==> src/rtl/cpu_pkg.sv <==
// Shared definitions for the parametrised multi-cycle CPU core.
// Covers opcodes, control-state encoding and flag bit positions.
`default_nettype none

package cpu_pkg;

   localparam logic [3:0] OP_NOP  = 4'h0;
   localparam logic [3:0] OP_LDI  = 4'h1;
   localparam logic [3:0] OP_ADD  = 4'h2;
   localparam logic [3:0] OP_SUB  = 4'h3;
   localparam logic [3:0] OP_AND  = 4'h4;
   localparam logic [3:0] OP_OR   = 4'h5;
   localparam logic [3:0] OP_XOR  = 4'h6;
   localparam logic [3:0] OP_MOV  = 4'h7;
   localparam logic [3:0] OP_LD   = 4'h8;
   localparam logic [3:0] OP_ST   = 4'h9;
   localparam logic [3:0] OP_JMP  = 4'hA;
   localparam logic [3:0] OP_JZ   = 4'hB;
   localparam logic [3:0] OP_JC   = 4'hC;
   localparam logic [3:0] OP_JNZ  = 4'hD;
   localparam logic [3:0] OP_CMP  = 4'hE;
   localparam logic [3:0] OP_HALT = 4'hF;

   localparam logic [1:0] ST_FETCH = 2'd0;
   localparam logic [1:0] ST_EXEC  = 2'd1;
   localparam logic [1:0] ST_HALT  = 2'd2;

   localparam int FLAG_Z = 0;
   localparam int FLAG_C = 1;

   function automatic logic is_flag_op(input logic [3:0] op);
      return ((op >= OP_ADD) && (op <= OP_XOR)) || (op == OP_CMP);
   endfunction

endpackage

`default_nettype wire

==> src/rtl/cpu_alu.sv <==
// Combinational ALU: arithmetic/logic result with carry-or-borrow and zero.
`default_nettype none

module cpu_alu
   import cpu_pkg::*;
#(
   parameter int DATA_W = 4
) (
   input  logic [DATA_W-1:0] a_i,
   input  logic [DATA_W-1:0] b_i,
   input  logic [3:0]        op_i,
   output logic [DATA_W-1:0] y_o,
   output logic              c_o,
   output logic              z_o
);

   logic [DATA_W:0] ext;

   // Extra top bit holds carry for ADD and borrow for SUB/CMP.
   always_comb begin
      ext = '0;
      case (op_i)
         OP_ADD:         ext = {1'b0, a_i} + {1'b0, b_i};
         OP_SUB, OP_CMP: ext = {1'b0, a_i} - {1'b0, b_i};
         OP_AND:         ext = {1'b0, a_i & b_i};
         OP_OR:          ext = {1'b0, a_i | b_i};
         OP_XOR:         ext = {1'b0, a_i ^ b_i};
         default:        ext = {1'b0, b_i};
      endcase
   end

   assign y_o = ext[DATA_W-1:0];
   assign c_o = ext[DATA_W];
   assign z_o = (ext[DATA_W-1:0] == '0);

endmodule

`default_nettype wire

==> src/rtl/cpu_core_param.sv <==
// Multi-cycle CPU core: handshaked fetch, single-cycle execute, inline
// register file and data RAM, debug dumps of all architectural state.
`default_nettype none

module cpu_core_param
   import cpu_pkg::*;
#(
   parameter int DATA_W = 4,
   parameter int REG_AW = 3,
   parameter int PC_W   = 8,
   parameter int RAM_AW = 3,
   localparam int INSTR_W = 4 + 2*REG_AW + PC_W
) (
   input  logic                          clk_i,
   input  logic                          rst_i,
   input  logic                          run_i,
   output logic                          instr_req_o,
   output logic [PC_W-1:0]               instr_addr_o,
   input  logic                          instr_valid_i,
   input  logic [INSTR_W-1:0]            instr_data_i,
   output logic                          halted_o,
   output logic [3:0]                    op_out_o,
   output logic [1:0]                    flags_out_o,
   output logic [DATA_W*(2**REG_AW)-1:0] reg_dump_o,
   output logic [DATA_W*(2**RAM_AW)-1:0] ram_dump_o
);

   localparam int NREG = 2**REG_AW;
   localparam int NRAM = 2**RAM_AW;

   logic [1:0]         state_q, state_d;
   logic [PC_W-1:0]    pc_q, pc_d;
   logic [INSTR_W-1:0] ir_q, ir_d;
   logic [1:0]         flags_q, flags_d;
   logic               pend_q, pend_d;
   logic [DATA_W-1:0]  regs_q [NREG];
   logic [DATA_W-1:0]  ram_q  [NRAM];

   logic [3:0]         op;
   logic [REG_AW-1:0]  rd;
   logic [REG_AW-1:0]  rs;
   logic [PC_W-1:0]    imm;
   logic [DATA_W-1:0]  rd_val;
   logic [DATA_W-1:0]  rs_val;
   logic [RAM_AW-1:0]  ram_addr;
   logic [PC_W-1:0]    pc_inc;
   logic [DATA_W-1:0]  alu_y;
   logic               alu_c;
   logic               alu_z;
   logic               fetch_acc;
   logic               reg_we;
   logic [DATA_W-1:0]  reg_wdata;
   logic               ram_we;

   assign op       = ir_q[INSTR_W-1 -: 4];
   assign rd       = ir_q[2*REG_AW+PC_W-1 -: REG_AW];
   assign rs       = ir_q[REG_AW+PC_W-1 -: REG_AW];
   assign imm      = ir_q[PC_W-1:0];
   assign rd_val   = regs_q[rd];
   assign rs_val   = regs_q[rs];
   assign ram_addr = RAM_AW'(rs_val);
   assign pc_inc   = pc_q + {{(PC_W-1){1'b0}}, 1'b1};

   cpu_alu #(.DATA_W(DATA_W)) u_alu (
      .a_i  (rd_val),
      .b_i  (rs_val),
      .op_i (op),
      .y_o  (alu_y),
      .c_o  (alu_c),
      .z_o  (alu_z)
   );

   // A raised request is latched in pend_q so a falling run cannot withdraw it.
   assign instr_req_o = (state_q == ST_FETCH) & (run_i | pend_q);
   assign fetch_acc   = instr_req_o & instr_valid_i;

   always_comb begin
      state_d   = state_q;
      pc_d      = pc_q;
      ir_d      = ir_q;
      flags_d   = flags_q;
      pend_d    = pend_q;
      reg_we    = 1'b0;
      reg_wdata = alu_y;
      ram_we    = 1'b0;
      case (state_q)
         ST_FETCH: begin
            if (fetch_acc) begin
               ir_d    = instr_data_i;
               state_d = ST_EXEC;
               pend_d  = 1'b0;
            end else begin
               pend_d  = instr_req_o;
            end
         end
         ST_EXEC: begin
            state_d = ST_FETCH;
            pc_d    = pc_inc;
            case (op)
               OP_LDI: begin
                  reg_we    = 1'b1;
                  reg_wdata = imm[DATA_W-1:0];
               end
               OP_ADD, OP_SUB, OP_AND, OP_OR, OP_XOR: reg_we = 1'b1;
               OP_MOV: begin
                  reg_we    = 1'b1;
                  reg_wdata = rs_val;
               end
               OP_LD: begin
                  reg_we    = 1'b1;
                  reg_wdata = ram_q[ram_addr];
               end
               OP_ST:   ram_we = 1'b1;
               OP_JMP:  pc_d = imm;
               OP_JZ:   if (flags_q[FLAG_Z])  pc_d = imm;
               OP_JC:   if (flags_q[FLAG_C])  pc_d = imm;
               OP_JNZ:  if (!flags_q[FLAG_Z]) pc_d = imm;
               OP_HALT: begin
                  state_d = ST_HALT;
                  pc_d    = pc_q;
               end
               default: ;
            endcase
            if (is_flag_op(op)) begin
               flags_d[FLAG_C] = alu_c;
               flags_d[FLAG_Z] = alu_z;
            end
         end
         ST_HALT: ;
         default: state_d = ST_FETCH;
      endcase
   end

   always_ff @(posedge clk_i or posedge rst_i) begin
      if (rst_i) begin
         state_q <= ST_FETCH;
         pc_q    <= '0;
         ir_q    <= '0;
         flags_q <= '0;
         pend_q  <= 1'b0;
      end else begin
         state_q <= state_d;
         pc_q    <= pc_d;
         ir_q    <= ir_d;
         flags_q <= flags_d;
         pend_q  <= pend_d;
      end
   end

   always_ff @(posedge clk_i or posedge rst_i) begin
      if (rst_i) begin
         for (int i = 0; i < NREG; i++) regs_q[i] <= '0;
      end else if (reg_we) begin
         regs_q[rd] <= reg_wdata;
      end
   end

   always_ff @(posedge clk_i or posedge rst_i) begin
      if (rst_i) begin
         for (int i = 0; i < NRAM; i++) ram_q[i] <= '0;
      end else if (ram_we) begin
         ram_q[ram_addr] <= rd_val;
      end
   end

   assign instr_addr_o = pc_q;
   assign halted_o     = (state_q == ST_HALT);
   assign op_out_o     = op;
   assign flags_out_o  = flags_q;

   for (genvar g = 0; g < NREG; g++) begin : g_reg_dump
      assign reg_dump_o[g*DATA_W +: DATA_W] = regs_q[g];
   end

   for (genvar g = 0; g < NRAM; g++) begin : g_ram_dump
      assign ram_dump_o[g*DATA_W +: DATA_W] = ram_q[g];
   end

endmodule

`default_nettype wire

==> config.mk <==
export PLATFORM = sky130hd
export DESIGN_NAME = cpu_core_param
export DESIGN_NICKNAME = d
export VERILOG_FILES = /design/src/rtl/cpu_pkg.sv /design/src/rtl/cpu_alu.sv /design/src/rtl/cpu_core_param.sv
export SDC_FILE = /design/constraint.sdc
export NUM_CORES = 1
export LEC_CHECK = 0
export CAP_MARGIN = 0
export CORE_MARGIN = 8
export CORE_UTILIZATION = 43
export DETAILED_ROUTE_END_ITERATION = 7
export GPL_TIMING_DRIVEN = 0
export PLACE_DENSITY_LB_ADDON = 0.05
export SKIP_CTS_REPAIR_TIMING = 1
export SLEW_MARGIN = 20
export SYNTH_ARGS = -nofsm -noshare
export SYNTH_HDL_FRONTEND = slang
export SYNTH_HIERARCHICAL = 1
export SYNTH_SLANG_ARGS = --single-unit
==> constraint.sdc <==
create_clock -name clk_i -period 4.99 [get_ports clk_i]
set_input_delay 0.7485 -clock clk_i [delete_from_list [all_inputs] [get_ports clk_i]]
set_output_delay 0.7485 -clock clk_i [all_outputs]
set_load 0.01 [all_outputs]
## Word level (Yosys, flattened, before mapping)

Index checks and enable logic that the tools add are counted.

- Memories kept: 0
- Register bits after elaboration: 95
- ROM bits: 0
- Memory bits (writable): 0
- Bits in latches: 0
- Output and inout bits: 80
- Word-level logic and storage cells: 102
- Input bits: 22

- Div/mod/pow operators: 0
- Multipliers: 0
- Equal/unequal tests: 18
- $lt $le $gt $ge: 7
- Shifts and indexed selects: 0
- Bitwise gates (word level): 11
- Reductions and logical operators: 12
- Add/sub/neg operators: 3
- Muxes and demuxes: 30

Operators with widths:

| operator | number |
|---|---|
| $bwmux 32 | 2 |
| $pmux 8 s5 | 1 |
| $bmux 4 s3 | 3 |
| $mux 4 | 9 |
| $eq 4x4->1 const B | 8 |
| $pmux 5 s5 | 1 |
| $demux 4 s3 | 2 |
| $mux 8 | 3 |
| $eq 4x3->1 const B | 4 |
| $ge 4x4->1 const B | 3 |
| $not 3->4 | 3 |
| $pmux 4 s3 | 1 |
| $add 8x1->8 const B | 1 |
| $eq 4x2->1 const B | 2 |
| $lt 4x1->1 const B | 2 |
| $reduce_and 2->1 | 4 |
| $reduce_or 8->1 | 1 |
| $pmux 2 s3 | 1 |
| $add 4x4->5 | 1 |
| $mux 1 | 5 |
| $sub 4x4->5 | 1 |
| $and 4x4->4 | 1 |
| $eq 4x1->1 const B | 1 |
| $ge 4x2->1 const B | 1 |
| 15 further kinds | 20 |

## Longest topological paths before layout

Gate-level depths: netlist (run 1).

- Depth after elaboration: 11
- Gate-level depth with buffers: 18
- Depth with buffers taken out: 15

## Cells and area by module

Netlist (run 1), hierarchy kept.

By module, submodules not included:

| module | times used | sequential area each (µm²) | area each (µm²) | cells an instance |
|---|---|---|---|---|
| cpu_core_param | 1 | 2,377.3 | 4,998.5 | 494 |
| cpu_alu | 1 | 0.0 | 569.3 | 80 |

## Least setup slack after synthesis (run 1)

Ideal clock, no wire load.

- Path kind: reg2reg
- From: reg ir_q[8]
- To: reg regs_q (netlist bit reg_dump_o[11])
- Arrival: 3,421 ps
- Path slack: 1,419 ps
- Stages on the path, launching flop included: 18
- Period minus slack after synthesis: 3,571 ps
- Buffers on the path: 3
- Data required time: 4,840 ps
- Library setup time: 150 ps
- Path through: dfrtp_1 -> buf_4 -> mux2i_1 -> mux4_2 -> buf_6 -> buf_2 -> inv_2 -> inv_1 -> ha_1 -> nor2b_1 -> xnor2_1 -> ha_1 -> nor2_1 -> a21oi_1 -> xnor2_1 -> o211ai_1 -> o21ai_0 -> o31ai_1

- Elaborated cells on any way between the ends: 17
- Classes of those cells: 2 x add/sub; 10 x mux; 5 x bitwise

RTL lines:

| what | line | RTL |
|---|---|---|
| start, declared | cpu_core_param.sv:33 | `logic [INSTR_W-1:0] ir_q, ir_d;` |
| start signal, assigned | cpu_core_param.sv:144 | `ir_q <= ir_d;` |
| $not 3->4 (not written as such) (*) | cpu_core_param.sv:60 | `assign rs_val = regs_q[rs];` |
| $bmux 4 s3 (*) | cpu_core_param.sv:60 |  |
| $mux 4 (not written as such) (*) (2 in a row) | cpu_core_param.sv:60 |  |
| via rs_val[0] | cpu_core_param.sv:44 | `logic [DATA_W-1:0] rs_val;` |
| $sub 4x4->5 or $add 4x4->5 (tied branches) | cpu_alu.sv:24, cpu_alu.sv:23 |  |
| $pmux 5 s5 (*) | cpu_alu.sv:22 | `case (op_i)` |
| via alu_y[3] | cpu_core_param.sv:47 | `logic [DATA_W-1:0] alu_y;` |
| $pmux 4 s3 | cpu_core_param.sv:99 | `case (op)` |
| $mux 4 (*) | cpu_core_param.sv:86 | `case (state_q)` |
| $bwmux 32 (*) | cpu_core_param.sv:154 | `regs_q[rd] <= reg_wdata;` |
| end signal, assigned by index | cpu_core_param.sv:154 |  |
| end, declared | cpu_core_param.sv:36 | `logic [DATA_W-1:0] regs_q [NREG];` |

The timed path passes the listed nets; every way through them passes the cells marked *. The select of a mux whose other input is x is not followed.
A chain may end at the register's enable or synchronous reset.

## Final worst setup path (run 1)

- From: reg ir_q[11]
- To: reg regs_q (netlist bit reg_dump_o[17])

- Longest elaborated chain between the ends: 9
- Elaborated cells on any way between the ends: 18
- Classes of those cells: 2 x add/sub; 2 x order compare; 9 x mux; 4 x bitwise; 1 x reduce/logical

RTL lines:

| what | line | RTL |
|---|---|---|
| $not 3->4 (not written as such) (*) | cpu_core_param.sv:59 | `assign rd_val = regs_q[rd];` |
| $bmux 4 s3 (*) | cpu_core_param.sv:59 |  |
| $mux 4 (not written as such) (*) (2 in a row) | cpu_core_param.sv:59 |  |
| via rd_val[1] | cpu_core_param.sv:43 | `logic [DATA_W-1:0] rd_val;` |
| $sub 4x4->5 (tied with other cells) | cpu_alu.sv:24 | `OP_SUB, OP_CMP: ext = {1'b0, a_i} - {1'b0, b_i};` |
| $pmux 5 s5 (*) | cpu_alu.sv:22 |  |
| via alu_y[1] | cpu_core_param.sv:47 |  |
| $pmux 4 s3 | cpu_core_param.sv:99 |  |
| $mux 4 (*) | cpu_core_param.sv:86 |  |
| $bwmux 32 (*) | cpu_core_param.sv:154 |  |

Marked as above.

==> reports/results.tsv, run 1 <==
stage	metric	value	unit
outcome	outcome	finished clean	
yosys	synthDistinctLibCells	60	
critical_path	cp.arrival	4.57	ns
timing	whs	0.493	ns
clocking	cts_buffer_depth	2	
critical_path	required	5.26	ns
critical_path	cp_max_fo	12	
clocking	clock_latency	0.35	ns
clocking	cts_tree	done	
placement	place_congestion	0.850	
floorplan	rows	41	
timing	max_freq	233	MHz
finish	final_core_util	56.8	%
power_and_ir_drop	p_leak	0.00315	uW
yosys	syn_area	5570	sq um
timing	finalCriticalPeriod	4.30	ns
clocking	cts_buffers	9	
timing	fin_worst_skew	0.00811	ns
floorplan	core	12600	sq um
clocking	clk_pin_slew	0.07	ns
grt	grt_first_pass_wirelength	25.5	mm
drt	drt_first_iter_violations	293	
yosys	synth_ff_type	dfrtp_1	
timing	setup_violations	0	
timing	setup_tns	0	ns
timing	period_share	86.1	%
timing	rsz0062_at_grt	no	
finish	instances_no_fill	864	
critical_path	crit_path_start_kind	flip-flop	
clocking	root_buffer	clkbuf_16	
grt	grt_use_total	19.3	%
grt	grt_max_degree	57	
critical_path	path_class	flip-flop to flip-flop	
placement	dpl.hpwl	11.9	mm
placement	dp_cells	848	
drt	ant_nets	0	
drt	drt_pass1_iterations	5	
yosys	synth_seq_cells	95	
yosys	synth-edff-count	0	
yosys	synth_warnings	6	
placement	io_buffers	101	
power_and_ir_drop	max-vdd-ir-drop	0.000309	V
finish	syn2layout_area_growth	28.7	%
timing	finalMaxSlewViolations	0	
yosys	async_flop_share	100	%
floorplan	initial_utilization	44.1	%
drt	wl_per_cell	18.5	um
yosys	ys_seq_area_share	42.7	%
timing	finalHoldViolations	0	
critical_path	endpoint_kind	flip-flop	
floorplan	ios	102	
yosys	syn-num-nets	611	
floorplan	die_h	130	um
power_and_ir_drop	power.density	683	nW/um^2
yosys	syn_inst	574	
yosys	synth_area_per_cell	9.70	sq um
drt	avgViaCountPerCell	5.52	
flow_run	drv_cap	0	
drt	wirelength	16.0	mm
timing	slew_headroom	37.2	%
finish	antennaDiodeCount	0	
hold_path	hp-class	flip-flop to flip-flop	
finish	layout.nets	724	
clocking	htree_levels	3	
timing	worst_pin_slew	0.937	ns
floorplan	die_w	130	um
grt	grt_overflow	0	
finish	layout-drive-gt1-share	13.0	%
grt	antenna_found_initial	0	
drt	drc_errors	0	
grt	grt_pass1_vias	4858	
clocking	cts_sinks	95	
floorplan	dieArea	16800	sq um
drt	num_vias	4771	
[worst max-delay path, cell delays in order, from the launching register on]
cell,delay [ns]
dfrtp_1,0.32
clkbuf_1,0.51
clkbuf_1,0.45
mux2i_1,0.23
nor3_1,0.06
a221o_1,0.53
fa_1,0.63
o21ai_0,0.12
a21boi_0,0.22
a2bb2oi_1,0.35
o21a_1,0.21
nand3_1,0.30
a31oi_1,0.29
[logic make-up (layout without fill, tap and decap cells)]
group	after synthesis	after routing	share of synthesized area, %
AO/OA/AOI/OAI	118	118	13.6
XOR/XNOR	6	6	0.944
adder cells (fa/ha/maj)	15	15	3.51
buffers and inverters	52	170	4.22
flip-flops	95	95	42.7
multiplexers	78	78	17.4
AND/OR/NAND/NOR	210	210	17.6
[synthesized netlist by cell type, drive strengths merged (9+ instances only)]
library cell,count,area [sq um]
a21oi,29,145
a31oi,19,125
buf,20,114
clkbuf,16,61.3
dfrtp,95,2380
ha,14,175
inv,15,56.3
mux2,44,514
mux2i,25,250
mux4,9,203
nand2,97,364
nand3,12,65.1
nor2,50,190
nor2b,9,56.3
o21ai,23,115
o31ai,9,67.6
[path summary, 6_finish.rpt]
kind	slack [ns]	to	cells after the start	startpoint
max	0.69	reg_dump_o[17]$_DFFE_PP0P_	12	ir_q[11]$_DFFE_PP0P_
max reg2reg	0.69	reg_dump_o[17]$_DFFE_PP0P_	12	ir_q[11]$_DFFE_PP0P_
min reg2reg	0.49	ir_q[6]$_DFFE_PP0P_	2	ir_q[6]$_DFFE_PP0P_
min	0.49	ir_q[6]$_DFFE_PP0P_	2	ir_q[6]$_DFFE_PP0P_
min in group asynchronous	0.78	instr_addr_o[4]$_DFFE_PP0P_	2	rst_i
max in group asynchronous	3.61	reg_dump_o[22]$_DFFE_PP0P_	3	rst_i
[layer usage]
layer / routed length [um] / share of wire, % / GRT usage [%] / vias up
met5: 0 / 0 / 0 / -
met4: 223 / 1.4 / 6.63 / 0
met3: 950 / 6.0 / 4.24 / 15
met2: 7880 / 49 / 31.9 / 140
met1: 6910 / 43 / 24.6 / 2342
li1: - / - / - / 2274
[per-stage QoR]
step / power [uW] / cell area, sq um / worst slack, ns
6_report: 4890 / 7170 / 0.692
5_1_grt: 5230 / 7170 / 0.419
4_1_cts: 4900 / 7170 / 0.603
3_5_place_dp: 4080 / 6830 / 0.655
3_3_place_gp: 4010 / 6790 / 0.199
2_1_floorplan: 3040 / 5570 / 1.42
[cell usage in the layout (no fill, tap or decap), types with 3 or more instances in the layout]
| cell type | synthesis | layout |
|---|---|---|
| a21oi_1 | 29 | 29 |
| a22oi_1 | 8 | 8 |
| mux2_4 | 5 | 5 |
| a32oi_1 | 3 | 3 |
| buf_2 | 4 | 4 |
| and2b_1 | 3 | 3 |
| and2_1 | 6 | 6 |
| mux2_2 | 36 | 36 |
| a31oi_1 | 18 | 18 |
| buf_4 | 5 | 5 |
| nor2b_1 | 9 | 9 |
| buf_1 | 9 | 9 |
| mux4_2 | 9 | 9 |
| o22ai_1 | 4 | 4 |
| a221o_1 | 4 | 4 |
| clkbuf_16 | 0 | 9 |
| bufinv_16 | 0 | 3 |
| xnor2_1 | 5 | 5 |
| o21ai_1 | 4 | 5 |
| ha_1 | 14 | 14 |
| a22o_1 | 5 | 5 |
| o31ai_1 | 9 | 9 |
| inv_2 | 3 | 3 |
| and3_1 | 6 | 6 |
| clkbuf_1 | 15 | 17 |
| nand3_1 | 11 | 11 |
| nand2_1 | 97 | 97 |
| mux2_1 | 3 | 3 |
| o21a_1 | 5 | 5 |
| mux2i_1 | 25 | 25 |
| nor3_1 | 4 | 4 |
| nand2b_1 | 8 | 8 |
| clkdlybuf4s50_1 | 0 | 101 |
| nor2_1 | 49 | 49 |
| dfrtp_1 | 95 | 95 |
| inv_1 | 12 | 11 |
| o21ai_0 | 19 | 18 |
[registers in the layout, summed over array words and instances, names as in the netlist]
signal and cells:
flags_out_o 2, instr_addr_o 8, ir_q 18, pend_q 1, ram_dump_o 32, reg_dump_o 32, state_q 2
[power breakdown]
| group | total, uW | internal [uW] | switching, uW | leakage (uW) |
|---|---|---|---|---|
| Clock | 799 | 492 | 308 | 0.000160 |
| Sequential | 1300 | 1020 | 279 | 0.00122 |
| Combinational | 2800 | 1270 | 1530 | 0.00176 |
| Total | 4890 | 2780 | 2110 | 0.00315 |
[layout make-up]
| cell class | instances | area [sq um] |
|---|---|---|
| Inverter | 16 | 65.1 |
| Tap cell | 172 | 215 |
| Multi-Input combinational cell | 427 | 2960 |
| Buffer | 36 | 175 |
| Fill cell | 1188 | 5450 |
| Sequential cell | 95 | 2380 |
| Clock inverter | 5 | 106 |
| Clock buffer | 11 | 233 |
| Timing Repair Buffer | 102 | 1040 |
(Power assumes the default switching activity.)
==> run 2, diff against run 1 <==
--- a/config.mk
+++ b/config.mk
@@ -7,7 +7,7 @@
 export LEC_CHECK = 0
 export CAP_MARGIN = 0
 export CORE_MARGIN = 8
-export CORE_UTILIZATION = 43
+export CORE_UTILIZATION = 40
 export DETAILED_ROUTE_END_ITERATION = 7
 export GPL_TIMING_DRIVEN = 0
 export PLACE_DENSITY_LB_ADDON = 0.05
@@ -17,3 +17,4 @@
 export SYNTH_HDL_FRONTEND = slang
 export SYNTH_HIERARCHICAL = 1
 export SYNTH_SLANG_ARGS = --single-unit
+export TNS_END_PERCENT = 5
==> run 2 against run 1 <==
  * Via count down 1.3%
  * Clock power down 8.0%
  * Utilization down 4.7 points
  * Highest routed layer unchanged
  * Largest power group unchanged
  * Sequential cell count unchanged
  * Worst setup slack better by 0.083 ns
  * First-iteration DRC count down 8.5%
  * Maximum frequency up 2.0%
  * Total power down 2.0%
==> reports/results.tsv, run 2 (same netlist as run 1, synthesis figures left out) <==
stage	metric	value	unit
power_and_ir_drop	power.density	671	nW/um^2
drt	drt_pass1_iterations	5	
drt	drt_first_iter_violations	268	
finish	nFillCells	1341	
floorplan	ios	102	
grt	grt_overflow	0	
drt	wl_per_cell	18.1	um
placement	io_buffers	101	
critical_path	cp_max_fo	12	
timing	finalHoldViolations	0	
timing	worst_pin_slew	0.935	ns
finish	most-common-layout-cells	clkdlybuf4s50_1, nand2_1, dfrtp_1	
clocking	clk_pin_slew	0.07	ns
finish	syn2layout_area_growth	28.4	%
flow_run	drv_cap	0	
hold_path	hold_path_depth	2	
finish	layout-drive-gt1-share	13.0	%
timing	fin_worst_skew	0.00815	ns
timing	finalCriticalPeriod	4.21	ns
floorplan	die_h	134	um
critical_path	required	5.26	ns
timing	setup_tns	0	ns
floorplan	initial_utilization	40.6	%
clocking	cts_tree	done	
drt	drc_errors	0	
critical_path	slowest_delay	0.62	ns
floorplan	rows	43	
timing	slew_headroom	37.4	%
critical_path	path_cells	clkbuf_1 > clkbuf_1 > mux2i_1 > nor3_1 > a221o_1 > fa_1 > o21ai_0 > a21boi_0 > a2bb2oi_1 > o21a_1 > nand3_1 > a31oi_1	
timing	finalMaxSlewViolations	0	
drt	avgViaCountPerCell	5.41	
floorplan	core	13700	sq um
hold_path	min_from	ir_q[7]$_DFFE_PP0P_	
finish	layout_commonest_cell	clkdlybuf4s50_1	
floorplan	dieArea	18000	sq um
drt	wirelength	15.8	mm
floorplan	die_w	134	um
clocking	htree_levels	3	
critical_path	cp_common_cell	clkbuf_1	
critical_path	crit_path_start_kind	flip-flop	
clocking	clock_latency	0.35	ns
hold_path	hp-class	flip-flop to flip-flop	
drt	num_vias	4710	
clocking	cts_buffers	9	
clocking	cts_buffer_depth	2	
placement	pre_cts_slack	0.615	ns
finish	ff_latch_area	2380	sq um
finish	antennaDiodeCount	0	
finish	multi_input_area	2960	sq um
placement	place_congestion	0.832	
finish	layout.nets	724	
critical_path	cp.arrival	4.48	ns
timing	rsz0062_at_grt	no	
clocking	cts_sinks	95	
grt	grt_use_total	17.8	%
timing	period_share	84.5	%
critical_path	endpoint_kind	flip-flop	
timing	max_freq	237	MHz
critical_path	path_class	flip-flop to flip-flop	
critical_path	r2r_start	ir_q[11]$_DFFE_PP0P_	
power_and_ir_drop	max-vdd-ir-drop	0.000248	V
timing	setup_slack	0.775	ns
grt	antenna_found_initial	0	
drt	ant_nets	0	
outcome	outcome	finished clean	
grt	grt_max_degree	60	
grt	grt_pass1_vias	4816	
finish	final_core_util	52.1	%
critical_path	cpMaxStageDelayCell	fa_1	
hold_path	worstHoldEndpoint	ir_q[7]$_DFFE_PP0P_	
power_and_ir_drop	p_leak	0.00314	uW
critical_path	r2r_slack	0.78	ns
clocking	root_buffer	clkbuf_16	
timing	setup_violations	0	
placement	dpl.hpwl	11.8	mm
critical_path	r2r_end	reg_dump_o[1]$_DFFE_PP0P_	
grt	grt_first_pass_wirelength	25.4	mm
critical_path	rr_worst_depth	12	
==> run 2: cell count changes in the layout (fill, tap and decap cells not counted), sizes merged <==
cell / change
bufinv: -1
clkinv: +1
clkinvlp: -1
==> run 2: layer usage <==
layer | vias up | wire [um] | track usage (%)
met1 | 2314 | 6840 | 21.5
met2 | 114 | 7820 | 30.3
met3 | 16 | 819 | 3.66
met4 | 0 | 270 | 6.92
met5 | - | 0 | 0
li1 | 2266 | - | -
==> run 2: worst max-delay path by stage <==
stage                               from                          to  slack (ns)  cells past startpoint
global route        ir_q[11]$_DFFE_PP0P_   reg_dump_o[1]$_DFFE_PP0P_        0.37                     12
detailed placement   ir_q[8]$_DFFE_PP0P_   reg_dump_o[7]$_DFFE_PP0P_        0.61                     16
global placement                   rst_i         ir_q[9]$_DFFE_PP0P_        0.17                      2
CTS                  ir_q[8]$_DFFE_PP0P_   reg_dump_o[7]$_DFFE_PP0P_        0.60                     16
finish              ir_q[11]$_DFFE_PP0P_   reg_dump_o[1]$_DFFE_PP0P_        0.78                     12
floorplan            ir_q[8]$_DFFE_PP0P_  reg_dump_o[11]$_DFFE_PP0P_        1.42                     17
==> run 2: power by group <==
group | internal (uW) | switching (uW)
clock network | 448 | 287
registers | 1020 | 272
logic | 1270 | 1500
==> run 2: cell type report <==
cell class              count  area share, %
clock inverters             4          0.980
repair buffers            102           14.5
multi-input cells         427           41.3
inverters                  16          0.910
flip-flops and latches     95           33.3
plain buffers              36           2.45
clock buffers              11           3.40
well taps                 180           3.15
==> run 2: worst max-delay path: cells and delay by family (launching register included) <==
family / cells / cell delay, ns
compound gates: 6 / 1.64
buf+inv: 2 / 0.96
fa+ha+maj: 1 / 0.62
simple gates: 2 / 0.35
flops: 1 / 0.32
mux: 1 / 0.24
==> run 2: metrics by stage <==
stage               total power [uW]  hold slack [ns]  std cells  instance area, sq um
floorplan                       3040            0.440        574                  5570
global placement                4030            0.468        855                  6800
detailed placement              4080            0.475        856                  6840
CTS                             4840            0.490        871                  7150
global route                    5180            0.513        871                  7150
finish                          4800            0.489        871                  7150
==> run 3, diff against run 2 <==
==> constraint.sdc (replaced) <==
create_clock -name clk_i -period 3.8 [get_ports clk_i]
set_input_delay 0.57 -clock clk_i [delete_from_list [all_inputs] [get_ports clk_i]]
set_output_delay 0.57 -clock clk_i [all_outputs]
set_load 0.01 [all_outputs]
==> run 3 against run 2 <==
  * Die area did not move
  * Register-to-register slack got worse by 0.69 ns
  * Critical path depth shrank 1
  * Global-route usage unchanged
  * Final cell count increased by 0.11%
==> reports/results.tsv, run 3 (same netlist as run 1, synthesis figures left out) <==
stage	metric	value	unit
grt	grt_max_degree	60	
timing	setup_slack	0.0810	ns
finish	nFillCells	1332	
power_and_ir_drop	p_switching	2810	uW
critical_path	cp_max_fo	12	
floorplan	die_w	134	um
placement	place_congestion	0.832	
finish	layout_commonest_cell	clkdlybuf4s50_1	
critical_path	path_cells	clkbuf_1 > mux2_2 > a22o_1 > a221o_1 > fa_2 > o21ai_0 > a21boi_1 > a2bb2oi_2 > o21a_1 > nand3_4 > a31oi_2	
critical_path	path_class	flip-flop to flip-flop	
power_and_ir_drop	total_power	6540	uW
timing	finalMaxSlewViolations	0	
clocking	clk_pin_slew	0.06	ns
power_and_ir_drop	p_int	3720	uW
grt	grt_first_pass_wirelength	25.4	mm
power_and_ir_drop	max-vdd-ir-drop	0.000327	V
outcome	outcome	finished clean	
drt	drt_pass1_iterations	5	
floorplan	rows	43	
clocking	cts_sinks	95	
clocking	clock_latency	0.35	ns
flow_run	drv_cap	0	
clocking	root_buffer	clkbuf_16	
timing	max_freq	269	MHz
floorplan	die_h	134	um
critical_path	cp.arrival	3.99	ns
floorplan	ios	102	
clocking	cts_tree	done	
timing	rsz0062_at_grt	yes	
drt	drt_first_iter_violations	238	
hold_path	hp-class	flip-flop to flip-flop	
critical_path	required	4.07	ns
drt	wirelength	15.8	mm
power_and_ir_drop	combPwrFrac	59.0	%
power_and_ir_drop	seq_power_share	26.2	%
power_and_ir_drop	clock_power_share	14.8	%
finish	most-common-layout-cells	clkdlybuf4s50_1, nand2_1, dfrtp_1	
placement	pre_cts_slack	-0.575	ns
timing	period_share	97.9	%
critical_path	endpoint_kind	flip-flop	
critical_path	slowest_delay	0.65	ns
floorplan	initial_utilization	40.6	%
placement	io_buffers	101	
power_and_ir_drop	power.density	904	nW/um^2
drt	drc_errors	0	
drt	ant_nets	0	
finish	syn2layout_area_growth	29.9	%
placement	dpl.hpwl	11.8	mm
critical_path	crit_path_start_kind	flip-flop	
timing	worst_pin_slew	0.947	ns
floorplan	dieArea	18000	sq um
power_and_ir_drop	p_sw_share	43.0	%
timing	setup_violations	0	
timing	finalCriticalPeriod	3.72	ns
clocking	cts_buffer_depth	2	
timing	fin_worst_skew	0.00949	ns
timing	finalHoldViolations	0	
finish	antennaDiodeCount	0	
critical_path	worst-path-buf-inv	1	
grt	antenna_found_initial	0	
finish	layout.nets	725	
grt	grt_overflow	0	
critical_path	r2r_slack	0.08	ns
grt	grt_pass1_vias	4816	
grt	grt_use_total	17.8	%
drt	avgViaCountPerCell	5.42	
drt	wl_per_cell	18.2	um
clocking	cts_buffers	9	
critical_path	cpMaxStageDelayCell	fa_2	
finish	final_core_util	52.7	%
power_and_ir_drop	p_leak	0.00317	uW
finish	layout-drive-gt1-share	14.7	%
drt	num_vias	4727	
clocking	htree_levels	3	
floorplan	core	13700	sq um
critical_path	cp_top_family	compound AO/OA/AOI/OAI gates	
timing	slew_headroom	36.6	%
[run 3: power groups by stage]
stage / Combinational [uW] / Sequential [uW] / Clock [uW]
3_3_place_gp: 3600 / 1700 / 0
2_1_floorplan: 2270 / 1720 / 0
6_report: 3860 / 1710 / 967
4_1_cts: 3670 / 1690 / 991
5_1_grt: 4240 / 1760 / 1030
3_5_place_dp: 3650 / 1710 / 0
[run 3: final timing paths]
path | depth (start not counted) | endpoint | start
min in group asynchronous | 2 | ir_q[14]$_DFFE_PP0P_ | rst_i
setup reg to reg | 11 | reg_dump_o[1]$_DFFE_PP0P_ | ir_q[12]$_DFFE_PP0P_
max in group asynchronous | 3 | reg_dump_o[10]$_DFFE_PP0P_ | rst_i
hold / removal | 2 | ir_q[7]$_DFFE_PP0P_ | ir_q[7]$_DFFE_PP0P_
setup / recovery | 11 | reg_dump_o[1]$_DFFE_PP0P_ | ir_q[12]$_DFFE_PP0P_
hold reg to reg | 2 | ir_q[7]$_DFFE_PP0P_ | ir_q[7]$_DFFE_PP0P_
[run 3: worst register-to-register path, stage by stage (launching register included)]
cell       delay, ns
dfrtp_1         0.35
clkbuf_1        0.41
mux2_2          0.40
a22o_1          0.17
a221o_1         0.54
fa_2            0.66
o21ai_0         0.10
a21boi_1        0.20
a2bb2oi_2       0.23
o21a_1          0.22
nand3_4         0.15
a31oi_2         0.21
[run 3: layer usage]
metal,global-route usage (%),up-vias,wire (um)
li1,-,2267,-
met1,21.5,2332,6920
met2,30.3,112,7890
met3,3.66,16,783
met4,6.92,0,237
met5,0,-,0
[run 3: through the flow]
stage                     instances  setup TNS, ns  cell area, sq um  hold slack (ns)
after floorplan                 574              0              5570            0.440
after global placement          855         -89.16              6800            0.468
after detailed placement        856         -10.46              6840            0.475
after CTS                       871         -10.90              7150            0.490
after global routing            872          -1.22              7230            0.513
final                           872              0              7230            0.489
[run 3: final cells by class]
type | instances | area (sq um) | share of cell area (%)
multi-input cells | 427 | 3010 | 41.7
inverters | 16 | 65.1 | 0.900
clock buffers | 11 | 243 | 3.36
plain buffers | 34 | 176 | 2.44
repair buffers | 105 | 1060 | 14.7
well taps | 180 | 225 | 3.11
clock inverters | 4 | 70.1 | 0.969
flip-flops and latches | 95 | 2380 | 32.9
